===== config.mk =====
export PLATFORM = sky130hd
export DESIGN_NAME = reg_file_loader
export DESIGN_NICKNAME = d
export VERILOG_FILES = /design/src/rtl/reg_file_loader_pkg.sv /design/src/rtl/reg_file_loader_addr_ctr.sv /design/src/rtl/reg_file_loader.sv
export SDC_FILE = /design/constraint.sdc
export NUM_CORES = 1
export LEC_CHECK = 0
export CAP_MARGIN = 20
export CELL_PAD_IN_SITES_DETAIL_PLACEMENT = 1
export CELL_PAD_IN_SITES_GLOBAL_PLACEMENT = 1
export CORE_MARGIN = 8
export CORE_UTILIZATION = 30
export CTS_BUF_LIST = sky130_fd_sc_hd__clkbuf_2 sky130_fd_sc_hd__clkbuf_4 sky130_fd_sc_hd__clkbuf_8
export DETAILED_ROUTE_END_ITERATION = 12
export DONT_BUFFER_PORTS = 1
export PLACE_DENSITY = 0.59
export SYNTH_ARGS = -nofsm -noshare
export SYNTH_HDL_FRONTEND = slang
export SYNTH_SLANG_ARGS = --single-unit

===== constraint.sdc =====
create_clock -name clock -period 1.6 [get_ports clock]
set_input_delay 0.4 -clock clock [delete_from_list [all_inputs] [get_ports clock]]
set_output_delay 0.4 -clock clock [all_outputs]
set_load 0.01 [all_outputs]

===== src/rtl/reg_file_loader_pkg.sv =====
// Shared definitions for the register-file write loader: parser states,
// header field positions and the register word width.
package reg_file_loader_pkg;

   typedef enum logic [2:0] {
      IDLE  = 3'd0,
      LOW   = 3'd1,
      HIGH  = 3'd2,
      WRITE = 3'd3,
      DRAIN = 3'd4
   } state_t;

   localparam int HDR_ADDR_LSB = 0;
   localparam int HDR_ADDR_MSB = 3;
   localparam int HDR_CNT_LSB  = 4;
   localparam int HDR_CNT_MSB  = 7;
   localparam int WORD_W       = 16;

endpackage


===== src/rtl/reg_file_loader_addr_ctr.sv =====
// Loadable modulo-NUM_REGS address counter; o_wrap flags the last entry so
// the next increment returns to 0 even when NUM_REGS is not a power of two.
module reg_file_loader_addr_ctr #(
   parameter int NUM_REGS = 2,
   parameter int ADDR_W   = $clog2(NUM_REGS)
) (
   input  logic              clock,
   input  logic              reset,
   input  logic              i_load,
   input  logic [ADDR_W-1:0] i_load_addr,
   input  logic              i_inc,
   output logic [ADDR_W-1:0] o_addr,
   output logic              o_wrap
);

   localparam logic [ADDR_W-1:0] LAST_ADDR = ADDR_W'(NUM_REGS - 1);

   logic [ADDR_W-1:0] r_addr;

   assign o_wrap = (r_addr == LAST_ADDR);
   assign o_addr = r_addr;

   always_ff @(posedge clock or posedge reset) begin
      if (reset) begin
         r_addr <= '0;
      end else if (i_load) begin
         r_addr <= i_load_addr;
      end else if (i_inc) begin
         r_addr <= o_wrap ? '0 : r_addr + ADDR_W'(1);
      end
   end

endmodule


===== src/rtl/reg_file_loader.sv =====
// Byte-stream frame parser that assembles 16-bit words and drives the
// register-file write port with auto-incrementing, wrapping addresses.
module reg_file_loader
   import reg_file_loader_pkg::*;
#(
   parameter int NUM_REGS = 2,
   parameter int ADDR_W   = $clog2(NUM_REGS)
) (
   input  logic              reset,
   input  logic              clock,
   input  logic              byte_valid,
   input  logic [7:0]        byte_in,
   output logic              byte_ready,
   output logic              wen_out,
   output logic [ADDR_W-1:0] waddr_out,
   output logic [WORD_W-1:0] d_out,
   output logic              busy,
   output logic              frame_done,
   output logic              err
);

   state_t              r_state;
   state_t              w_state_nxt;
   logic                r_ready;
   logic [3:0]          r_word_cnt;
   logic [5:0]          r_drain_cnt;
   logic [7:0]          r_lo_byte;
   logic [WORD_W-1:0]   r_d_out;
   logic [ADDR_W-1:0]   r_waddr;
   logic                r_wen;
   logic                r_done;
   logic                r_err;

   logic                w_accept;
   logic [3:0]          w_hdr_addr;
   logic [3:0]          w_hdr_cnt;
   logic                w_hdr_ok;
   logic                w_ctr_load;
   logic                w_ctr_inc;
   logic [ADDR_W-1:0]   w_ctr_addr;
   logic                w_addr_wrap;
   logic                w_wen_nxt;
   logic                w_done_nxt;
   logic                w_err_nxt;

   assign w_accept   = byte_valid && r_ready;
   assign w_hdr_addr = byte_in[HDR_ADDR_MSB:HDR_ADDR_LSB];
   assign w_hdr_cnt  = byte_in[HDR_CNT_MSB:HDR_CNT_LSB];
   assign w_hdr_ok   = ({1'b0, w_hdr_addr} < 5'(NUM_REGS));

   reg_file_loader_addr_ctr #(
      .NUM_REGS (NUM_REGS),
      .ADDR_W   (ADDR_W)
   ) u_addr_ctr (
      .clock       (clock),
      .reset       (reset),
      .i_load      (w_ctr_load),
      .i_load_addr (w_hdr_addr[ADDR_W-1:0]),
      .i_inc       (w_ctr_inc),
      .o_addr      (w_ctr_addr),
      .o_wrap      (w_addr_wrap)
   );

   always_comb begin
      w_state_nxt = r_state;
      w_ctr_load  = 1'b0;
      w_ctr_inc   = 1'b0;
      w_wen_nxt   = 1'b0;
      w_done_nxt  = 1'b0;
      w_err_nxt   = 1'b0;
      case (r_state)
         IDLE: begin
            if (w_accept) begin
               if (w_hdr_ok) begin
                  w_ctr_load  = 1'b1;
                  w_state_nxt = LOW;
               end else begin
                  w_err_nxt   = 1'b1;
                  w_state_nxt = DRAIN;
               end
            end
         end
         LOW: begin
            if (w_accept) w_state_nxt = HIGH;
         end
         HIGH: begin
            // The write is registered here so wen_out lands on the WRITE cycle.
            if (w_accept) begin
               w_state_nxt = WRITE;
               w_wen_nxt   = 1'b1;
               w_done_nxt  = (r_word_cnt == 4'd0);
            end
         end
         WRITE: begin
            if (r_word_cnt == 4'd0) begin
               w_state_nxt = IDLE;
            end else begin
               w_ctr_inc   = 1'b1;
               w_state_nxt = LOW;
            end
         end
         DRAIN: begin
            if (w_accept && (r_drain_cnt == 6'd1)) w_state_nxt = IDLE;
         end
         default: w_state_nxt = IDLE;
      endcase
   end

   always_ff @(posedge clock or posedge reset) begin
      if (reset) begin
         r_state     <= IDLE;
         r_ready     <= 1'b0;
         r_word_cnt  <= '0;
         r_drain_cnt <= '0;
         r_lo_byte   <= '0;
         r_d_out     <= '0;
         r_waddr     <= '0;
         r_wen       <= 1'b0;
         r_done      <= 1'b0;
         r_err       <= 1'b0;
      end else begin
         r_state <= w_state_nxt;
         // Ready is registered from the next state, so it drops exactly on WRITE.
         r_ready <= (w_state_nxt != WRITE);
         r_wen   <= w_wen_nxt;
         r_done  <= w_done_nxt;
         r_err   <= w_err_nxt;
         if (w_ctr_load) r_word_cnt <= w_hdr_cnt;
         else if (w_ctr_inc) r_word_cnt <= r_word_cnt - 4'd1;
         if ((r_state == IDLE) && w_accept && !w_hdr_ok)
            r_drain_cnt <= {1'b0, w_hdr_cnt, 1'b0} + 6'd2;
         else if ((r_state == DRAIN) && w_accept)
            r_drain_cnt <= r_drain_cnt - 6'd1;
         if ((r_state == LOW) && w_accept) r_lo_byte <= byte_in;
         if (w_wen_nxt) begin
            r_d_out <= {byte_in, r_lo_byte};
            r_waddr <= w_ctr_addr;
         end
      end
   end

   assign byte_ready = r_ready;
   assign wen_out    = r_wen;
   assign waddr_out  = r_waddr;
   assign d_out      = r_d_out;
   assign busy       = (r_state != IDLE);
   assign frame_done = r_done;
   assign err        = r_err;

   a_addr_wrap: assert property (@(posedge clock) disable iff (reset)
      (w_ctr_inc && w_addr_wrap) |=> (w_ctr_addr == '0));

endmodule


=== Word level (Yosys, flattened, before mapping) ===
Index checks and enable logic that the tools add are counted.

* $add $sub $neg: 4
* $lt $le $gt $ge: 1
* Eq/ne operators: 6
* Muxes and demuxes: 26
* Reduce and logical (&&, ||, !) cells: 12

{| class="wikitable"
|+ Operators by type and width
! cell !! number
|-
| two-way mux 1 bit || 16
|-
| two-way mux 3 bit || 5
|-
| case mux 3 bit (5 select lines) || 1
|-
| two-way mux 6 bit || 2
|-
| two-way mux 4 bit || 2
|-
| adder 5 x 2 -> 6 bit, second input constant || 1
|-
| equality test 3 x 2 -> 1 bit, second input constant || 2
|-
| equality test 6 x 1 -> 1 bit, second input constant || 1
|-
| logical AND 1 bit || 6
|-
| subtractor 6 x 1 -> 6 bit, second input constant || 1
|-
| zero test 4 bit || 1
|-
| < comparator 4 x 2 -> 1 bit, second input constant || 1
|-
| nonzero test 2 bit || 2
|-
| subtractor 4 x 1 -> 4 bit, second input constant || 1
|-
| equality test 3 x 1 -> 1 bit, second input constant || 1
|-
| equality test 3 bit, second input constant || 1
|-
| zero test 3 bit || 1
|-
| inequality test 3 x 2 -> 1 bit, second input constant || 1
|-
| nonzero test 3 bit || 1
|-
| adder 1 bit, second input constant || 1
|-
| zero test 1 bit || 1
|}

* Register bits: 43
* Output and inout port bits: 22
* Word-level logic and storage cells: 60

=== Longest topological paths before layout ===
Gate-level depths: netlist of the first run.

* Depth in word-level cells: 5
* Depth in mapped cells: 6
* Mapped depth without buffers: 6

=== Cells and area by module ===
A second synthesis of the first run with hierarchy kept.

* Cell total of the unflattened synthesis: 157
* Area, all modules: 1940.6 um^2

{| class="wikitable"
|+ Modules (own cells, without submodules)
! module !! instances !! cells an instance !! area an instance (um^2)
|-
| reg_file_loader || 1 || 151 || 1886.8
|-
| reg_file_loader_addr_ctr || 1 || 6 || 53.8
|}

=== Least setup slack after synthesis of the first run ===
OpenSTA, ideal clock, no wires.

* Kind: register -> register
* From: register r_word_cnt[0]
* To: register r_word_cnt[3]
* Library setup time: 0.076 ns
* Arrival time: 1.613 ns
* Required time: 1.524 ns
* Slack: -0.089 ns
* Cell stages (with the launch flop): 7
* Buffers on the path: 0
* Path through: dfrtp_1 inv_1 ha_1 or3b_1 and4b_1 mux2_1 o21ai_1

* Cells in the longest elaborated chain, start to end: 4

{| class="wikitable"
|+ RTL lines
! what !! line !! text
|-
| start, declared || reg_file_loader.sv:25 || <nowiki>logic [3:0] r_word_cnt;</nowiki>
|-
| start signal, assigned || reg_file_loader.sv:128 || <nowiki>if (w_ctr_load) r_word_cnt <= w_hdr_cnt;</nowiki>
|-
| start signal, assigned || reg_file_loader.sv:129 || <nowiki>else if (w_ctr_inc) r_word_cnt <= r_word_cnt - 4'd1;</nowiki>
|-
| branches (longest 4 deep; another with subtractor 4 x 1 -> 4 bit) || - ||
|}

Parallel ways; which one is timed is not known. The select of a mux whose other input is x is not followed.
A chain may end at the register's enable or synchronous reset.

=== Final worst setup path of the first run ===
* From: register r_word_cnt[1]
* To: register r_word_cnt[3]

The elaborated chain is that of the path after synthesis.

==> results of run 1 <==
-- power breakdown --
group / internal [mW] / switching (mW) / leakage [nW]
Sequential: 1.54 / 0.443 / 0.538
Clock: 0.641 / 0.365 / 0.0688
Combinational: 0.766 / 0.488 / 0.579
Total: 2.95 / 1.30 / 1.19
-- worst paths after layout --
check | start | to | slack, ns
max | r_word_cnt[1]$_DFFE_PP0P_ | r_word_cnt[3]$_DFFE_PP0P_ | -0.16
min | reset | d_out[12]$_DFFE_PP0P_ | 0.02
max reg2reg | r_word_cnt[1]$_DFFE_PP0P_ | r_word_cnt[3]$_DFFE_PP0P_ | -0.16
min reg2reg | r_lo_byte[4]$_DFFE_PP0P_ | d_out[4]$_DFFE_PP0P_ | 0.51
max in group asynchronous | reset | r_state[1]$_DFF_PP0_ | 1.36
min in group clock | byte_in[7] | r_word_cnt[3]$_DFFE_PP0P_ | 0.24
-- area by class of cell --
class                           instances  area, µm²  area share (%)
Clock buffer                            6       76.3            2.99
Clock inverter                          2       60.1            2.36
Inverter                               10       42.5            1.67
Multi-Input combinational cell         97        917            36.0
Sequential cell                        43       1080            42.3
Tap cell                               77       96.3            3.78
Timing Repair Buffer                   30        279            10.9
-- registers in the layout (all words and copies together), names as in the netlist, 3 cells and up --
register     cells
r_drain_cnt      6
r_word_cnt       4
r_state          3
r_lo_byte        8
d_out           16
-- timing repair --
item	4_1_cts	5_1_grt
gates resized for setup	15	21
setup buffers	2	5
endpoints found under the setup margin	26	21
pin swaps	8	6
-- metal layers --
layer	GRT usage (%)	up-vias	routed length (µm)
li1	-	613	-
met1	11.3	699	2070
met2	17.3	20	2600
met3	3.56	7	248
met4	3.79	0	55
met5	0	-	0
-- synthesized netlist by cell type (2+ instances only) --
cell type,count
sky130_fd_sc_hd__dfrtp_1,43
sky130_fd_sc_hd__nor2_1,12
sky130_fd_sc_hd__mux2_2,11
sky130_fd_sc_hd__inv_1,9
sky130_fd_sc_hd__mux2_4,8
sky130_fd_sc_hd__mux2_1,7
sky130_fd_sc_hd__a21oi_1,5
sky130_fd_sc_hd__ha_1,4
sky130_fd_sc_hd__nand2_1,4
sky130_fd_sc_hd__nand3_1,4
sky130_fd_sc_hd__xor2_1,4
sky130_fd_sc_hd__a221o_1,3
sky130_fd_sc_hd__a31oi_1,3
sky130_fd_sc_hd__buf_2,3
sky130_fd_sc_hd__or3_1,3
sky130_fd_sc_hd__buf_6,2
sky130_fd_sc_hd__nand2b_1,2
sky130_fd_sc_hd__nand4b_1,2
sky130_fd_sc_hd__nor3_1,2
sky130_fd_sc_hd__o21ai_0,2
sky130_fd_sc_hd__xnor2_1,2
-- per-stage QoR --
step	power [mW]	instances	cell area (µm²)	setup TNS (ns)	util, %
2_1_floorplan	2.64	155	2000	-0.517	-
3_3_place_gp	2.95	250	2230	-0.752	35.2
3_5_place_dp	3.03	250	2230	-1.05	35.2
4_1_cts	4.14	260	2430	-0.632	38.2
5_1_grt	4.52	265	2550	-1.96	40.1
6_report	4.24	265	2550	-0.560	40.1
-- kinds of logic after synthesis --
logic type	after synthesis	synth area share [%]
buffers and inverters	15	3.80
flip-flops	43	54.4
AO/OA/AOI/OAI	19	6.58
AND/OR/NAND/NOR	41	13.2
XOR/XNOR	6	2.66
multiplexers	27	16.8
adder cells (fa/ha/maj)	4	2.53
==> impl_metrics.sql, run 1 <==
INSERT INTO impl_metrics (metric_group, metric, value, unit) VALUES
('drt', 'first_iter_violations', '50', ''),
('drt', 'drc', '0', ''),
('die', 'die_w', '97.2', 'µm'),
('drt', 'detailroute.via_count', '1339', ''),
('timing', 'whs', '0.0237', 'ns'),
('drt', 'finalWirelength', '4.98', 'mm'),
('yosys', 'yosysUniqueCellTypes', '41', ''),
('place', 'pre_cts_slack', '-0.166', 'ns'),
('clock_tree', 'insertion_delay', '0.29', 'ns'),
('timing', 'setup_violating_endpoint_count_in_the_final_report', '8', ''),
('pwr', 'power.density_cell_area', '1660', 'nW/µm²'),
('drt', 'drt_pass1_iterations', '3', ''),
('worst_setup_path', 'critical_path_cell_count', '6', ''),
('timing', 'tightestPinTransition', '0.398', 'ns'),
('layout', 'final.fill_count', '677', ''),
('clock_tree', 'clk_transition_reported_paths', '0.08', 'ns'),
('yosys', 'synth-async-reset-ratio', '100', '%'),
('timing', 'finalWorstSetupSlack', '-0.161', 'ns'),
('yosys', 'seq_area_frac_synth', '54.4', '%'),
('yosys', 'number_of_flops_mapped_to_enable_cells_by_yosys', '0', ''),
('timing', 'fin_worst_skew', '0.00614', 'ns'),
('run_status', 'violated_checks', 'negative setup slack', ''),
('pwr', 'worst_ir_drop_vdd', '0.000886', 'V'),
('layout', 'final_cell_mix', 'sky130_fd_sc_hd__dfrtp_1, sky130_fd_sc_hd__buf_4, sky130_fd_sc_hd__mux2_4', ''),
('clock_tree', 'cts_tree', 'built', ''),
('worst_setup_path', 'timing.critical_path.to_type', 'flop', ''),
('timing', 'fmax', '568', 'MHz'),
('yosys', 'post_synthesis_cell_count', '155', ''),
('die', 'boundaryPins', '33', ''),
('worst_setup_path', 'timing_worst_setup_path_type', 'reg -> reg', ''),
('yosys', 'yosys.area.top_type', 'sky130_fd_sc_hd__dfrtp_1', ''),
('global_route', 'grt_overflow_total', '0', ''),
('global_route', 'gr-usage-all-layers', '10.2', '%'),
('layout', 'drive_above_1_share', '41.5', '%'),
('die', 'die_height', '97.2', 'µm'),
('min_path', 'worst_hold_path_type', 'in -> async', ''),
('clock_tree', 'cts_root_buffer', 'sky130_fd_sc_hd__clkbuf_8', ''),
('die', 'count_of_standard_cell_rows', '29', ''),
('yosys', 'yosysWarnings', '0', ''),
('clock_tree', 'cts.sink_count', '43', ''),
('worst_setup_path', 'critPathBufInv', '1', ''),
('drt', 'post_drt_wl_per_cell', '18.8', 'µm'),
('yosys', 'post_synth.cell_area_avg', '12.8', 'µm²'),
('timing', 'period_needed', '1.76', 'ns'),
('timing', 'worst_slew_margin_rel', '73.2', '%'),
('run_status', 'status', 'complete, but fails checks', ''),
('clock_tree', 'tritoncts.num_buffers', '5', ''),
('run', 'count_of_max_cap_constraint_violations', '0', ''),
('yosys', 'synth_top_area_share', '54.4', '%'),
('global_route', 'grt_antenna_before_repair', '0', ''),
('worst_setup_path', 'crit_required', '1.83', 'ns'),
('layout', 'antenna_cells_inserted', '0', ''),
('worst_setup_path', 'crit_path_max_fanout', '4', ''),
('yosys', 'synth_flop_cell', 'sky130_fd_sc_hd__dfrtp_1', ''),
('layout', 'most_frequent_standard_cell_in_the_layout_excluding_fill_and_tap_cells', 'sky130_fd_sc_hd__dfrtp_1', ''),
('clock_tree', 'hold_buffers', '0', ''),
('clock_tree', 'cts.path.max_buffers', '2', ''),
('place', 'placement.io_buffers', '0', ''),
('drt', 'final_antenna_net_count', '0', ''),
('worst_setup_path', 'ff2ff_path_depth', '6', ''),
('worst_setup_path', 'crit_path_cell_trace', 'inv_2, ha_4, or3b_4, and4b_2, mux2_4, o21ai_2', ''),
('die', 'floorplan.die_area', '9440', 'µm²'),
('layout', 'final_net_count', '202', ''),
('place', 'finalWeightedCongestion', '0.797', ''),
('yosys', 'synth.net_count', '170', ''),
('global_route', 'via_count_of_the_first_global_routing_pass', '1488', ''),
('worst_setup_path', 'kind_of_cell_adding_the_most_delay_to_the_critical_path', 'simple AND/OR/NAND/NOR gates', ''),
('global_route', 'grt_max_degree', '44', ''),
('pwr', 'power.leakage', '1.19', 'nW'),
('layout', 'area_growth', '28.9', '%'),
('timing', 'hold_viol_final', '0', '');
(Power assumes the default switching activity.)
==> inputs of run 2 (changes only) <==
--- a/config.mk
+++ b/config.mk
@@ -14,6 +14,7 @@
 export DETAILED_ROUTE_END_ITERATION = 12
 export DONT_BUFFER_PORTS = 1
 export PLACE_DENSITY = 0.59
+export SETUP_SLACK_MARGIN = 0.4
 export SYNTH_ARGS = -nofsm -noshare
 export SYNTH_HDL_FRONTEND = slang
 export SYNTH_SLANG_ARGS = --single-unit
==> run 2 against run 1 <==
Against the previous run: the run still ends with negative setup slack left; utilization rose by 3.1 points; routed wire length rose by 6.6%; power fell by 1.5%; flip-flop and latch count did not move; count of clock-buffer cells in the layout did not move; die area did not move; critical path type unchanged; largest cell class unchanged.
==> impl_metrics.sql, run 2 (synthesis gave the netlist of run 1 again) <==
INSERT INTO impl_metrics (metric_group, metric, value, unit) VALUES
('global_route', 'grt_max_degree', '28', ''),
('die', 'core_area', '6350', 'µm²'),
('clock_tree', 'insertion_delay', '0.29', 'ns'),
('run_status', 'status', 'complete, but fails checks', ''),
('timing', 'period_needed', '1.74', 'ns'),
('place', 'total_half_perimeter_wirelength_after_legalization_and_detailed_placement', '3.59', 'mm'),
('layout', 'final.fill_count', '659', ''),
('timing', 'period_share', '109', '%'),
('die', 'count_of_standard_cell_rows', '29', ''),
('clock_tree', 'cts.path.max_buffers', '2', ''),
('drt', 'routed_via_density', '5.03', ''),
('clock_tree', 'cts_root_buffer', 'sky130_fd_sc_hd__clkbuf_8', ''),
('layout', 'final_cell_mix', 'sky130_fd_sc_hd__dfrtp_1, sky130_fd_sc_hd__mux2_4, sky130_fd_sc_hd__buf_4', ''),
('worst_setup_path', 'timing.critical_path.to_type', 'flop', ''),
('clock_tree', 'cts.sink_count', '43', ''),
('global_route', 'gr-usage-all-layers', '11.3', '%'),
('worst_setup_path', 'worst_ep_arrival', '1.93', 'ns'),
('timing', 'worst_slew_margin_rel', '72.7', '%'),
('layout', 'largest_register_ffs', '16', ''),
('drt', 'drc', '0', ''),
('clock_tree', 'clk_transition_reported_paths', '0.08', 'ns'),
('timing', 'fmax', '574', 'MHz'),
('pwr', 'report.power.total', '4.18', 'mW'),
('worst_setup_path', 'timing_worst_setup_path_type', 'reg -> reg', ''),
('layout', 'seqCellArea', '1080', 'µm²'),
('die', 'initial_core_util', '31.1', '%'),
('layout', 'antenna_cells_inserted', '0', ''),
('die', 'die_w', '97.2', 'µm'),
('global_route', 'via_count_of_the_first_global_routing_pass', '1579', ''),
('pwr', 'power.leakage', '1.24', 'nW'),
('timing', 'whs', '0.235', 'ns'),
('pwr', 'worst_ir_drop_vdd', '0.000711', 'V'),
('timing', 'fin_worst_skew', '0.00779', 'ns'),
('timing', 'fin_setup_tns', '-1.30', 'ns'),
('layout', 'area_of_the_multi_input_gates', '1050', 'µm²'),
('drt', 'finalWirelength', '5.31', 'mm'),
('drt', 'final_antenna_net_count', '0', ''),
('min_path', 'worst_hold_path_type', 'in -> reg', ''),
('run', 'count_of_max_cap_constraint_violations', '0', ''),
('drt', 'detailroute.via_count', '1379', ''),
('drt', 'first_iter_violations', '37', ''),
('drt', 'post_drt_wl_per_cell', '19.4', 'µm'),
('timing', 'finalWorstSetupSlack', '-0.143', 'ns'),
('drt', 'drt_pass1_iterations', '4', ''),
('worst_setup_path', 'crit_required', '1.78', 'ns'),
('worst_setup_path', 'crit_path_max_fanout', '3', ''),
('timing', 'tightestPinTransition', '0.409', 'ns'),
('place', 'finalWeightedCongestion', '0.823', ''),
('global_route', 'grt_overflow_total', '0', ''),
('timing', 'unrepaired_setup_endpoints_after_global_routing', 'true', ''),
('layout', 'drive_above_1_share', '55.8', '%'),
('pwr', 'power.density_cell_area', '1520', 'nW/µm²'),
('clock_tree', 'cts_tree', 'built', ''),
('run_status', 'violated_checks', 'negative setup slack', ''),
('layout', 'final_net_count', '211', ''),
('place', 'pre_cts_slack', '-0.232', 'ns'),
('die', 'die_height', '97.2', 'µm'),
('timing', 'hold_viol_final', '0', ''),
('die', 'floorplan.die_area', '9440', 'µm²'),
('layout', 'area_growth', '38.7', '%'),
('timing', 'setup_violating_endpoint_count_in_the_final_report', '24', ''),
('clock_tree', 'cts_max_level', '2', ''),
('die', 'boundaryPins', '33', ''),
('global_route', 'grt_antenna_before_repair', '0', ''),
('place', 'placement.io_buffers', '0', ''),
('worst_setup_path', 'crit_path_start_kind', 'flop', ''),
('clock_tree', 'tritoncts.num_buffers', '5', ''),
('global_route', 'grt_first_pass_wirelength', '8.72', 'mm'),
('layout', 'most_frequent_standard_cell_in_the_layout_excluding_fill_and_tap_cells', 'sky130_fd_sc_hd__dfrtp_1', ''),
('timing', 'final-max-slew-violation-count', '0', '');
run 2: layout make-up:
| class | count | share of cell area [%] |
|---|---|---|
| Sequential cell | 43 | 39.3 |
| Multi-Input combinational cell | 98 | 38.3 |
| Timing Repair Buffer | 38 | 13.6 |
| Tap cell | 77 | 3.51 |
| Clock buffer | 6 | 2.78 |
| Inverter | 10 | 1.96 |
| Clock inverter | 2 | 0.456 |
run 2: metrics by stage:
stage               std cells  util (%)  cell area [µm²]
finish                    274      43.2             2740
CTS                       267      41.4             2630
global placement          245      36.4             2310
detailed placement        245      36.4             2310
global route              274      43.2             2740
floorplan                 155         -             2110
run 2: worst max-delay path, cell delays in order (launching register included):
cell and delay, ns:
sky130_fd_sc_hd__dfrtp_1 0.41, sky130_fd_sc_hd__inv_2 0.08, sky130_fd_sc_hd__ha_4 0.13, sky130_fd_sc_hd__or3b_4 0.38
sky130_fd_sc_hd__nand4b_1 0.19, sky130_fd_sc_hd__buf_4 0.16, sky130_fd_sc_hd__nor2_1 0.04, sky130_fd_sc_hd__a221o_1 0.26
run 2: path summary, 6_finish.rpt:
check	startpoint	to	slack, ns	depth (start not counted)
worst min-delay path	byte_in[7]	r_word_cnt[3]$_DFFE_PP0P_	0.24	2
worst max-delay path	r_word_cnt[1]$_DFFE_PP0P_	r_word_cnt[1]$_DFFE_PP0P_	-0.14	7
worst max register to register	r_word_cnt[1]$_DFFE_PP0P_	r_word_cnt[1]$_DFFE_PP0P_	-0.14	7
min in group asynchronous	reset	r_lo_byte[6]$_DFFE_PP0P_	0.57	2
worst min register to register	r_lo_byte[7]$_DFFE_PP0P_	r_lo_byte[7]$_DFFE_PP0P_	0.52	1
max in group asynchronous	reset	r_drain_cnt[2]$_DFFE_PP0P_	0.56	3
run 2: where the power goes:
part	total, mW	switching (mW)	internal (mW)
sequential	2.00	0.457	1.54
combinational	1.49	0.566	0.919
clock	0.699	0.376	0.322
run 2: metal layers:
layer | vias to the layer above | part of all wire (%) | global-route usage [%]
li1 | 632 | - | -
met1 | 714 | 40 | 12.8
met2 | 29 | 53 | 19.8
met3 | 4 | 5.9 | 3.77
met4 | 0 | 0.58 | 2.49
met5 | - | 0 | 0
run 2: repair_timing:
action,CTS,global route
endpoints found under the hold margin,16,0
gates cloned,1,0
hold buffers,1,0
buffers inserted,12,7
endpoints found under the setup margin,43,45
pin swaps,11,9
resized for setup,31,14
==> inputs of run 3 (changes only) <==
--- a/config.mk
+++ b/config.mk
@@ -15,6 +15,7 @@
 export DONT_BUFFER_PORTS = 1
 export PLACE_DENSITY = 0.59
 export SETUP_SLACK_MARGIN = 0.4
+export SKIP_LAST_GASP = 1
 export SYNTH_ARGS = -nofsm -noshare
 export SYNTH_HDL_FRONTEND = slang
 export SYNTH_SLANG_ARGS = --single-unit
==> run 3 against run 2 <==
Against the previous run: the flow still finishes with violations (negative setup slack); first-iteration DRC count is the same; clock skew is essentially flat; routed wire length shrank 0.87%; clock power is essentially flat; non-clock buffer count is the same; sequential share of layout area grew 0.20 points; setup slack lost 0.00060 ns; utilization shrank 0.22 points; via count shrank 0.65%; global-route usage is essentially flat; critical endpoint unchanged; largest cell class unchanged.
==> impl_metrics.sql, run 3 (synthesis gave the netlist of run 1 again) <==
INSERT INTO impl_metrics (metric_group, metric, value, unit) VALUES
('layout', 'final.fill_count', '661', ''),
('drt', 'routed_via_density', '5.00', ''),
('run_status', 'violated_checks', 'negative setup slack', ''),
('timing', 'period_needed', '1.74', 'ns'),
('timing', 'fmax', '573', 'MHz'),
('drt', 'final_antenna_net_count', '0', ''),
('die', 'initial_core_util', '31.1', '%'),
('place', 'total_half_perimeter_wirelength_after_legalization_and_detailed_placement', '3.59', 'mm'),
('timing', 'finalWorstSetupSlack', '-0.144', 'ns'),
('drt', 'first_iter_violations', '37', ''),
('layout', 'antenna_cells_inserted', '0', ''),
('worst_setup_path', 'cpMaxStageDelayCell', 'sky130_fd_sc_hd__dfrtp_1', ''),
('worst_setup_path', 'critPathBufInv', '2', ''),
('die', 'count_of_standard_cell_rows', '29', ''),
('drt', 'finalWirelength', '5.26', 'mm'),
('worst_setup_path', 'kind_of_cell_adding_the_most_delay_to_the_critical_path', 'simple AND/OR/NAND/NOR gates', ''),
('place', 'placement.io_buffers', '0', ''),
('pwr', 'power.leakage', '1.24', 'nW'),
('min_path', 'worst_hold_path_type', 'in -> reg', ''),
('timing', 'hold_viol_final', '0', ''),
('global_route', 'via_count_of_the_first_global_routing_pass', '1578', ''),
('layout', 'final_net_count', '211', ''),
('drt', 'drc', '0', ''),
('layout', 'final_cell_mix', 'sky130_fd_sc_hd__dfrtp_1, sky130_fd_sc_hd__buf_4, sky130_fd_sc_hd__mux2_4', ''),
('worst_setup_path', 'crit_path_max_incr_delay', '0.41', 'ns'),
('worst_setup_path', 'crit_path_cell_trace', 'inv_2, ha_4, or3b_4, nand4b_1, buf_4, nor2_1, a221o_1', ''),
('layout', 'drive_above_1_share', '55.3', '%'),
('global_route', 'grt_max_degree', '28', ''),
('die', 'core_area', '6350', 'µm²'),
('place', 'pre_cts_slack', '-0.232', 'ns'),
('global_route', 'grt_overflow_total', '0', ''),
('worst_setup_path', 'worst_ep_arrival', '1.92', 'ns'),
('pwr', 'worst_ir_drop_vdd', '0.000736', 'V'),
('place', 'postPlaceCellArea', '2310', 'µm²'),
('timing', 'setup_violating_endpoint_count_in_the_final_report', '24', ''),
('place', 'dpl.cell_count', '245', ''),
('place', 'finalWeightedCongestion', '0.823', ''),
('layout', 'largest_register_ffs', '16', ''),
('pwr', 'power.density_cell_area', '1520', 'nW/µm²'),
('timing', 'worst_slew_margin_rel', '72.9', '%'),
('clock_tree', 'cts_root_buffer', 'sky130_fd_sc_hd__clkbuf_8', ''),
('run_status', 'status', 'complete, but fails checks', ''),
('global_route', 'grt_antenna_before_repair', '0', ''),
('die', 'boundaryPins', '33', ''),
('drt', 'detailroute.via_count', '1370', ''),
('clock_tree', 'clk_transition_reported_paths', '0.08', 'ns'),
('drt', 'post_drt_wl_per_cell', '19.2', 'µm'),
('worst_setup_path', 'timing_worst_setup_path_type', 'reg -> reg', ''),
('die', 'floorplan.die_area', '9440', 'µm²'),
('global_route', 'grt_first_pass_wirelength', '8.74', 'mm'),
('global_route', 'gr-usage-all-layers', '11.3', '%'),
('layout', 'post-route-util', '43.0', '%'),
('die', 'die_height', '97.2', 'µm'),
('layout', 'layoutNonFillerInstCount', '274', ''),
('clock_tree', 'insertion_delay', '0.29', 'ns'),
('die', 'die_w', '97.2', 'µm'),
('timing', 'unrepaired_setup_endpoints_after_global_routing', 'true', ''),
('layout', 'most_frequent_standard_cell_in_the_layout_excluding_fill_and_tap_cells', 'sky130_fd_sc_hd__dfrtp_1', ''),
('timing', 'period_share', '109', '%'),
('layout', 'area_growth', '38.0', '%'),
('layout', 'final_area', '2730', 'µm²'),
('clock_tree', 'tritoncts.num_buffers', '5', ''),
('worst_setup_path', 'timing.critical_path.to_type', 'flop', ''),
('timing', 'final-max-slew-violation-count', '0', ''),
('clock_tree', 'cts_tree', 'built', ''),
('worst_setup_path', 'reg2reg_setup_slack', '-0.14', 'ns'),
('timing', 'tightestPinTransition', '0.405', 'ns'),
('timing', 'fin_worst_skew', '0.00751', 'ns'),
('clock_tree', 'cts.sink_count', '43', ''),
('clock_tree', 'cts_max_level', '2', ''),
('run', 'count_of_max_cap_constraint_violations', '0', ''),
('worst_setup_path', 'crit_path_max_fanout', '3', ''),
('clock_tree', 'cts.path.max_buffers', '2', ''),
('worst_setup_path', 'crit_path_start_kind', 'flop', ''),
('drt', 'drt_pass1_iterations', '4', ''),
('pwr', 'report.power.total', '4.16', 'mW'),
('worst_setup_path', 'crit_required', '1.78', 'ns');
-- run 3: repair_timing --
action	CTS	global route
setup endpoints to repair	43	45
hold endpoints to repair	16	0
resized for setup	29	12
pin swaps	9	7
cloned	1	0
hold buffers	1	0
buffers inserted	12	7
-- run 3: final timing paths --
check,cells past startpoint,to,start
max,7,r_word_cnt[1]$_DFFE_PP0P_,r_word_cnt[1]$_DFFE_PP0P_
min,2,r_word_cnt[3]$_DFFE_PP0P_,byte_in[7]
max reg2reg,7,r_word_cnt[1]$_DFFE_PP0P_,r_word_cnt[1]$_DFFE_PP0P_
min reg2reg,1,r_lo_byte[7]$_DFFE_PP0P_,r_lo_byte[7]$_DFFE_PP0P_
max in group asynchronous,3,r_drain_cnt[2]$_DFFE_PP0P_,reset
min in group asynchronous,2,r_lo_byte[6]$_DFFE_PP0P_,reset
-- run 3: routing by layer --
metal  global-route usage [%]  share of wire, %  wire length (µm)  vias up
li1                         -                 -                 -      633
met1                     12.9                41              2140      706
met2                     19.8                53              2790       26
met3                     3.77               5.7               299        5
met4                     2.49              0.63                33        0
met5                        0                 0                 0        -
-- run 3: worst register-to-register path, delay by kind of cell (launching register included) --
kind                       cells  cell delay, ns
DFF                            1            0.41
buffers and inverters          2            0.24
and+or+nand+nor                3            0.61
adders and majority gates      1            0.13
AOI/OAI and AO/OA              1            0.26
-- run 3: where the power goes --
group          switching [mW]  internal (mW)  total (mW)  leakage [nW]
Sequential              0.455           1.54        1.99         0.537
Combinational           0.565          0.902        1.47         0.657
Clock                   0.375          0.322       0.697        0.0446
Total                    1.39           2.76        4.16          1.24
-- run 3: cell type report --
class	instances	area [µm²]	share of cell area (%)
Inverter	10	53.8	1.97
Sequential cell	43	1080	39.5
Tap cell	77	96.3	3.53
Clock inverter	2	12.5	0.459
Timing Repair Buffer	38	367	13.4
Clock buffer	6	76.3	2.80
Multi-Input combinational cell	98	1040	38.3
-- run 3: per-stage QoR --
stage / hold WS, ns / setup TNS [ns]
global placement: 0.287 / -0.612
detailed placement: 0.291 / -1.29
CTS: 0.231 / -1.41
global route: 0.234 / -2.53
finish: 0.236 / -1.25
floorplan: 0.398 / -0.576
